--- src/rtl/uart_tx_piso.sv ---
// UART transmit shifter: latches a parallel word and serialises it as a
// start / data (LSB first) / optional parity / stop frame on baud ticks.
module uart_tx_piso #(
    parameter int DATA_BITS  = 8,
    parameter int PARITY_EN  = 0,
    parameter int PARITY_ODD = 0,
    parameter int STOP_BITS  = 1
) (
    input  logic                 clk,
    input  logic                 rst_n,
    input  logic                 tick,
    input  logic                 tx_start,
    input  logic [DATA_BITS-1:0] data_in,
    output logic                 tx,
    output logic                 tx_busy,
    output logic                 tx_done
);

    localparam int CNT_W = $clog2(DATA_BITS + 1);
    localparam logic [CNT_W-1:0] LAST_BIT  = CNT_W'(DATA_BITS - 1);
    localparam logic             LAST_STOP = 1'(STOP_BITS - 1);

    typedef enum logic [2:0] {
        S_IDLE   = 3'd0,
        S_SYNC   = 3'd1,
        S_START  = 3'd2,
        S_DATA   = 3'd3,
        S_PARITY = 3'd4,
        S_STOP   = 3'd5
    } state_t;

    function automatic logic frame_parity(input logic [DATA_BITS-1:0] word);
        return (^word) ^ (PARITY_ODD != 0);
    endfunction

    state_t               state_r;
    logic [DATA_BITS-1:0] shift_r;
    logic                 parity_r;
    logic [CNT_W-1:0]     bit_cnt_r;
    logic                 stop_cnt_r;
    logic                 tx_r;
    logic                 busy_r;
    logic                 done_r;

    // Frame sequencer; tx is registered one state ahead so it changes on the tick edge itself.
    always_ff @(posedge clk or negedge rst_n) begin
        if (!rst_n) begin
            state_r    <= S_IDLE;
            shift_r    <= {DATA_BITS{1'b0}};
            parity_r   <= 1'b0;
            bit_cnt_r  <= {CNT_W{1'b0}};
            stop_cnt_r <= 1'b0;
            tx_r       <= 1'b1;
            busy_r     <= 1'b0;
            done_r     <= 1'b0;
        end else begin
            done_r <= 1'b0;
            case (state_r)
                S_IDLE: begin
                    tx_r <= 1'b1;
                    // A tick in the accept cycle is deliberately ignored; SYNC absorbs it.
                    if (tx_start) begin
                        shift_r    <= data_in;
                        parity_r   <= frame_parity(data_in);
                        bit_cnt_r  <= {CNT_W{1'b0}};
                        stop_cnt_r <= 1'b0;
                        busy_r     <= 1'b1;
                        state_r    <= S_SYNC;
                    end
                end
                S_SYNC: begin
                    if (tick) begin
                        tx_r    <= 1'b0;
                        state_r <= S_START;
                    end
                end
                S_START: begin
                    if (tick) begin
                        tx_r      <= shift_r[0];
                        bit_cnt_r <= {CNT_W{1'b0}};
                        state_r   <= S_DATA;
                    end
                end
                S_DATA: begin
                    if (tick) begin
                        shift_r   <= {1'b0, shift_r[DATA_BITS-1:1]};
                        bit_cnt_r <= bit_cnt_r + {{(CNT_W-1){1'b0}}, 1'b1};
                        if (bit_cnt_r == LAST_BIT) begin
                            if (PARITY_EN != 0) begin
                                tx_r    <= parity_r;
                                state_r <= S_PARITY;
                            end else begin
                                tx_r       <= 1'b1;
                                stop_cnt_r <= 1'b0;
                                state_r    <= S_STOP;
                            end
                        end else begin
                            tx_r <= shift_r[1];
                        end
                    end
                end
                S_PARITY: begin
                    if (tick) begin
                        tx_r       <= 1'b1;
                        stop_cnt_r <= 1'b0;
                        state_r    <= S_STOP;
                    end
                end
                S_STOP: begin
                    if (tick) begin
                        if (stop_cnt_r == LAST_STOP) begin
                            tx_r    <= 1'b1;
                            busy_r  <= 1'b0;
                            done_r  <= 1'b1;
                            state_r <= S_IDLE;
                        end else begin
                            stop_cnt_r <= 1'b1;
                        end
                    end
                end
                default: begin
                    tx_r    <= 1'b1;
                    busy_r  <= 1'b0;
                    state_r <= S_IDLE;
                end
            endcase
        end
    end

    assign tx      = tx_r;
    assign tx_busy = busy_r;
    assign tx_done = done_r;

endmodule
--- config.mk ---
export PLATFORM = sky130hd
export DESIGN_NAME = uart_tx_piso
export DESIGN_NICKNAME = d
export VERILOG_FILES = /design/src/rtl/uart_tx_piso.sv
export SDC_FILE = /design/constraint.sdc
export NUM_CORES = 1
export LEC_CHECK = 0
export ABC_AREA = 1
export CORE_MARGIN = 3
export CORE_UTILIZATION = 57
export CTS_CLUSTER_DIAMETER = 120
export DETAILED_ROUTE_END_ITERATION = 7
export GPL_TIMING_DRIVEN = 0
export HOLD_SLACK_MARGIN = 0.03
export PLACE_DENSITY_LB_ADDON = 0.2
export SETUP_SLACK_MARGIN = 0.3
export SLEW_MARGIN = 20
export SYNTH_ARGS = -nofsm -noshare
export SYNTH_HDL_FRONTEND = slang
export SYNTH_SLANG_ARGS = --single-unit
--- constraint.sdc ---
create_clock -name clk -period 3.11 [get_ports clk]
set_clock_uncertainty 0.1 [all_clocks]
set_input_delay 0.622 -clock clk [delete_from_list [all_inputs] [get_ports clk]]
set_output_delay 0.622 -clock clk [all_outputs]
set_load 0.005 [all_outputs]
* Word-level counts from Yosys, hierarchy flattened
Index checks and enable logic that the tools add are counted.
** Word-level totals
- Register bits after elaboration :: 19
- Bits of input ports :: 12
- Logic and storage cells :: 71
** Operators by class
- Add/sub/neg operators :: 1
- Eq/ne operators :: 14
- Mux-type cells :: 37
- Bitwise logic cells :: 1
- Reduce and logical (&&, ||, !) cells :: 11
** Operators by type and width (count)
- $mux W3 :: 8
- $mux W1 :: 18
- $pmux W3 S6 :: 1
- $mux W8 :: 2
- $ne A2 B2 Y1 const B :: 8
- $pmux W8 S2 :: 1
- $mux W4 :: 3
- $pmux W4 S3 :: 1
- $reduce_and A6 Y1 :: 2
- $reduce_and A4 Y1 :: 2
- $reduce_and A8 Y1 :: 1
- $eq A3 B2 Y1 const B :: 2
- $eq A3 B3 Y1 const B :: 2
- $pmux W1 S5 :: 1
- $add A4 B1 Y4 const B :: 1
- $eq A4 B3 Y1 const B :: 1
- $pmux W1 S4 :: 1
- $reduce_bool A4 Y1 :: 1
- $reduce_or A4 Y1 :: 1
- $eq A3 B1 Y1 const B :: 1
- $logic_not A3 Y1 :: 1
- $pmux W1 S3 :: 1
- $reduce_and A3 Y1 :: 1
- $reduce_bool A3 Y1 :: 1
- 2 further kinds :: 2

* Longest topological paths before layout
Gate-level depths: netlist of the first run.
- Depth in word-level cells :: 4
- Mapped depth :: 8
- Depth with buffers taken out :: 7

* Least setup slack after synthesis of the first run
OpenSTA, ideal clock, no wires.
- Path type :: register to register
- Start :: register state_r[0]
- End :: register shift_r[7]
- Arrival time :: 1.113 ns
- Slack :: 1.780 ns
- Stages on the path, launching flop included :: 8
- Clock period less this slack :: 1.330 ns
- Cells stage by stage :: dfrtp_1 -> buf_6 -> nor2_4 -> nand3_2 -> nand2_2 -> nand2_2 -> nand2_1 -> nand2_1
** Between the ends
- Cells in the longest elaborated chain, start to end :: 3
** Ends and longest elaborated chain
- start: declaration :: line 36 : state_t state_r;
- start signal: assignment :: line 48 : state_r <= S_IDLE;
- start signal: assignment :: line 68 : state_r <= S_SYNC;
- start signal: assignment :: line 74 : state_r <= S_START;
- $eq A3 B2 Y1 or $logic_not A3 Y1 (tied branches)
- $ne A2 B2 Y1 (no line) or $reduce_bool A2 Y1 (tied branches)
- $reduce_and A3 Y1 (no line)
- end signal: assignment :: line 49 : shift_r <= {DATA_BITS{1'b0}};
- end signal: assignment :: line 63 : shift_r <= data_in;
- end signal: assignment :: line 86 : shift_r <= {1'b0, shift_r[DATA_BITS-1:1]};
- end: declaration :: line 37 : logic [DATA_BITS-1:0] shift_r;
Parallel ways exist; a longest one is shown, timed or not.
A chain may end at the register's enable or synchronous reset.

* Worst setup path after layout of the first run
- Start :: register tx_r (netlist: tx)
- End :: output port tx
** RTL lines
- start: declaration :: line 41 : logic tx_r;
- start signal: assignment :: line 79 : tx_r <= shift_r[0];
- start signal: assignment :: line 90 : tx_r <= parity_r;
- start signal: assignment :: line 98 : tx_r <= shift_r[1];
- end: declaration :: line 14 : output logic tx,
No word-level cell between the ends.

==> results of run 1 <==
## synthesized netlist by cell type
cell type   n
inv_2       3
xor2_1      1
buf_6       4
dfrtp_1    17
nor2_1      4
nand2_4     1
nand3_1    14
nor4_1      1
nand3b_1    1
clkinv_1    2
nor2_4      2
inv_1       4
ha_1        1
nand2_2     7
nand2_1    72
nor3b_1     1
nand4_1     5
dfstp_2     1
nand3_4     2
a21oi_1     1
nand3_2     4
o21ai_0     1
o21a_1      1
## metrics by stage
step                setup slack (ps)  instance area, um2
finish                          1060                1330
global route                    1010                1330
CTS                             1040                1330
detailed placement              1100                1300
global placement                1120                1300
floorplan                       1780                1130
## final timing paths
check | start | endpoint | slack [ps] | cells after the start
max in group asynchronous | rst_n | shift_r[5] | 1710 | 1
worst max register to register | state_r[0] | shift_r[4] | 1590 | 7
worst min-delay path | shift_r[0] | shift_r[0] | 380 | 2
worst max-delay path | tx | tx | 1060 | 1
min in group asynchronous | rst_n | state_r[1] | 690 | 1
worst min register to register | shift_r[0] | shift_r[0] | 380 | 2
## metal layers
layer	wire length, um	part of all wire [%]	up-vias	track usage [%]
met5	0	0	-	0
met4	48	2.1	0	9.42
met3	109	4.8	5	3.86
met2	1060	47	28	33.5
met1	1050	46	451	29.0
li1	-	-	514	-
## cell type report
class                           instances  area share, %
Tap cell                               25           2.36
Inverter                                9           2.54
Buffer                                  4           3.39
Timing Repair Buffer                   14           10.6
Multi-Input combinational cell        119           45.1
Clock buffer                            4           1.98
Sequential cell                        18           34.0
## cells by family after synthesis
family,after synthesis
buffers and inverters,13
adders and majority gates,1
DFF,18
and+or+nand+nor,114
xor gates and xnor gates,1
AOI/OAI and AO/OA,3
## power groups by stage
stage	sequential, mW	clock [mW]	combinational (mW)
6_report	0.383	0.125	0.595
4_1_cts	0.383	0.129	0.598
3_3_place_gp	0.384	0	0.576
2_1_floorplan	0.380	0	0.455
5_1_grt	0.398	0.139	0.679
3_5_place_dp	0.387	0	0.593
## sequential cells by signal, indices dropped and copies added (netlist names)
register	flops
bit_cnt_r	4
tx_busy	1
tx_done	1
tx	1
shift_r	8
state_r	3
## cell usage in the layout, fill, tap and decap left out, types with 4 or more instances in the layout
master           count
nand2_1             72
dfrtp_1             17
nand3_1             14
clkdlybuf4s50_1     14
nand2_2              7
nand4_1              5
buf_6                4
inv_1                4
nand3_2              4
nor2_1               4
==> impl_metrics.ini, run 1 <==
[setup_path]
critPathBufInv = 1
cpPeakStageDelay_ps = 540
arrival_ps = 1330
critPathLaunchType = flip-flop
path_cells = clkdlybuf4s50_1
crit_slowest_cell = dfstp_2
required_ps = 2390
cp_top_family = flip-flops
cp-end-kind = output pin
cp_max_fo = 2
worst-setup-path-type = flip-flop to output pin

[sta]
worst_hold_slack_ps = 378
timing.final.max_slew_violations = 0
relSlewSlack_pct = 44.6
finalHoldViolCount = 0
rsz0062_at_grt = no
finalCritPeriodShare_pct = 66.0
finalSetupViolCount = 0
tns_ps = 0
worst_slew_pin_slew_ps = 829
min_period_ps = 2050
fmax_mhz = 487

[floorplanning]
initial_core_util_pct = 62.7
chipHeight_um = 50.5
coreArea_um2 = 1800
die_w_um = 50.5
die-area_um2 = 2550
rows = 15
ios = 15

[power]
power_mw = 1.10
swShare_pct = 44.7
power_frac_comb_pct = 54.0
pwr-share-clk_pct = 11.3
power_switching_uw = 493
leakage_nw = 0.682
seqPwrFrac_pct = 34.7
peakVddDrop_mv = 0.524
powerDensity_nw_per_um2 = 831
intPower_uw = 610

[cells_and_area]
nNetsFinal = 182
final_core_util_pct = 73.7
stdcell_count = 193
antenna_cells = 0
area_growth_pct = 17.5
multi_input_area_um2 = 599
nFillCells = 162
ff_latch_area_um2 = 452
final_layout_size_suffix_gt1_share_pct = 16.1

[clocking]
clk_pin_slew_ps = 100
ctsResizeCount = 0
clock_path_buffers = 2
cts_made_buffers = 3
postCtsSetupBuffers = 0
cts.hold.buffers_added = 0
ctsRootBufferMaster = clkbuf_4
clk_latency_ps = 300
clock_sinks = 18
h-tree-depth = 1
cts_tree = done

[route]
viasPerCell = 5.17
drt-initial-drc-count = 18
drt_drc_violations_left = 0
drtAntennaViolNets = 0
drt_first_pass_iters = 4
wirelength_mm = 2.26
dr_total_vias = 998
routedWlPerCell_um = 11.7

[hold_path]
hold_path.class = flip-flop to flip-flop

[synthesis]
synth_top_family_by_area = simple AND/OR/NAND/NOR gates
muxShareOfSynthArea_pct = 0
synthTopCellsByArea = dfrtp_1 (38%), nand2_1 (24%), nand3_1 (6.2%)
yosysTopAreaCell = dfrtp_1
synth_top_area_share_pct = 37.7
ys_seq_area_share_pct = 40.0
synth-compound-area-share_pct = 1.55
ys_seq_elements = 18
synthesis.area_um2 = 1130
synth.avg_cell_area_um2 = 7.53
yosysWarnings = 0
yosys.area_share.simple_pct = 49.6
synth_xor_area_share_pct = 0.775
synthCells = 150
synth_fp_nets = 163
synth_cell_types = 23
synth_fa_ha_area_share_pct = 1.11

[placement]
placedCellCount = 189
io_buffers = 14
gp_routability_congestion = 0.821
hpwl_mm = 1.61

[grt]
grt_pass1_wl_mm = 4.15
antenna_found_initial = 0
grt-ovfl-total = 0
grtUsageTotal_pct = 21.4
grt_max_degree = 19
grt_pass1_vias = 948

[outcome]
status = completed

[run]
maxCapViolations = 0
No activity file was read; power rests on OpenSTA's default activity.
==> inputs of run 2 (changes only) <==
CORE_UTILIZATION = 53   (was 57)
clock period = 2 ns   (was 3.11 ns; I/O delays follow)
==> impl_metrics.ini, run 2 (synthesis results as in run 1) <==
[grt]
grt_pass1_vias = 994
grt-ovfl-total = 0
grtUsageTotal_pct = 19.6
antenna_found_initial = 0
grt_pass1_wl_mm = 4.04
grt_max_degree = 19

[cells_and_area]
largest_reg_flops = 8
top_regs = shift_r x8, bit_cnt_r x4, state_r x3
mostFrequentLayoutCells = nand2_1 (72), dfrtp_1 (17), nand3_1 (14), clkdlybuf4s50_1 (13), nand2_2 (7)
area_growth_pct = 17.6
regMostFlops = shift_r
antenna_cells = 0
design_area_um2 = 1330
final_common_cell = nand2_1
final_layout_size_suffix_gt1_share_pct = 16.1
nNetsFinal = 182

[clocking]
clock_path_buffers = 2
clk_pin_slew_ps = 110
clock_sinks = 18
cts.hold.buffers_added = 0
postCtsSetupBuffers = 0
ctsResizeCount = 1
cts_tree = done
ctsRootBufferMaster = clkbuf_4
h-tree-depth = 1
clk_latency_ps = 290
cts_made_buffers = 3

[power]
power_mw = 1.70
powerDensity_nw_per_um2 = 1280
leakage_nw = 0.684
peakVddDrop_mv = 0.690

[sta]
relSlewSlack_pct = 44.5
finalSetupViolCount = 0
finalHoldViolCount = 0
rsz0062_at_grt = no
fmax_mhz = 607
tns_ps = 0
finalCritPeriodShare_pct = 82.4
worst_slew_pin_slew_ps = 830
min_period_ps = 1650
timing.final.max_slew_violations = 0

[placement]
hpwl_mm = 1.69
gp_routability_congestion = 0.871
io_buffers = 14
post_dp_cell_area_um2 = 1300

[setup_path]
worst-setup-path-type = flip-flop to output pin
required_ps = 1500
cp-end-kind = output pin
path_cells = clkdlybuf4s50_1
cp_max_fo = 2
cpPeakStageDelay_ps = 500
cp_top_family = buffers and inverters
arrival_ps = 1150
crit_slowest_cell = clkdlybuf4s50_1
critPathBufInv = 1
critPathLaunchType = flip-flop

[outcome]
status = completed

[route]
routedWlPerCell_um = 11.6
drtAntennaViolNets = 0
drt_first_pass_iters = 4
drt_drc_violations_left = 0
drt-initial-drc-count = 26
viasPerCell = 5.22
wirelength_mm = 2.26
dr_total_vias = 1018

[floorplanning]
die-area_um2 = 2720
initial_core_util_pct = 57.0
coreArea_um2 = 1980
ios = 15
rows = 16
die_w_um = 52.2
chipHeight_um = 52.2

[run]
maxCapViolations = 0

[hold_path]
hold_path.class = flip-flop to flip-flop
-- run 2: changes by cell type in the layout (fill, tap and decap cells not counted) --
cell	before	now
clkdlybuf4s50_1	14	13
dlygate4sd2_1	0	1
-- run 2: final cells by class --
| class | count | area [um2] |
|---|---|---|
| multi-input cells | 119 | 599 |
| plain buffers | 4 | 45.0 |
| flip-flops and latches | 18 | 452 |
| inverters | 9 | 33.8 |
| well taps | 27 | 33.8 |
| fillers | 175 | 653 |
| clock buffers | 4 | 26.3 |
| repair buffers | 14 | 139 |
-- run 2: worst paths after layout --
kind | slack, ps | start | cells past startpoint | to
setup / recovery | 350 | tx_busy | 1 | tx_busy
hold / removal | 390 | shift_r[0] | 2 | shift_r[0]
setup reg to reg | 480 | state_r[0] | 7 | shift_r[7]
hold reg to reg | 390 | shift_r[0] | 2 | shift_r[0]
max in group asynchronous | 800 | rst_n | 1 | bit_cnt_r[3]
min in group asynchronous | 480 | rst_n | 1 | shift_r[7]
-- run 2: power breakdown --
group | internal [mW] | switching [mW]
registers | 0.510 | 0.0894
logic | 0.354 | 0.562
clock network | 0.0774 | 0.111
total | 0.941 | 0.762
-- run 2: layer usage --
metal | part of all wire, % | up-vias | track usage (%)
li1 | - | 515 | -
met1 | 44 | 478 | 22.7
met2 | 50 | 23 | 36.0
met3 | 4.8 | 2 | 3.99
met4 | 0.58 | 0 | 5.96
met5 | 0 | - | 0
-- run 2: through the flow --
step,util (%),cells,setup WS (ps),hold WS (ps)
detailed placement,65.8,191,200,367
floorplan,-,150,670,4.41
CTS,67.0,195,341,393
global placement,65.8,191,222,349
global route,67.0,195,306,409
finish,67.0,195,352,389
-- run 2: worst reg2reg max path: stages (launching register included) --
cell,delay (ps)
dfrtp_1,390
buf_6,150
nor2_4,210
nand3_2,130
nand2_2,170
nand2_2,150
nand2_1,90
nand2_1,50
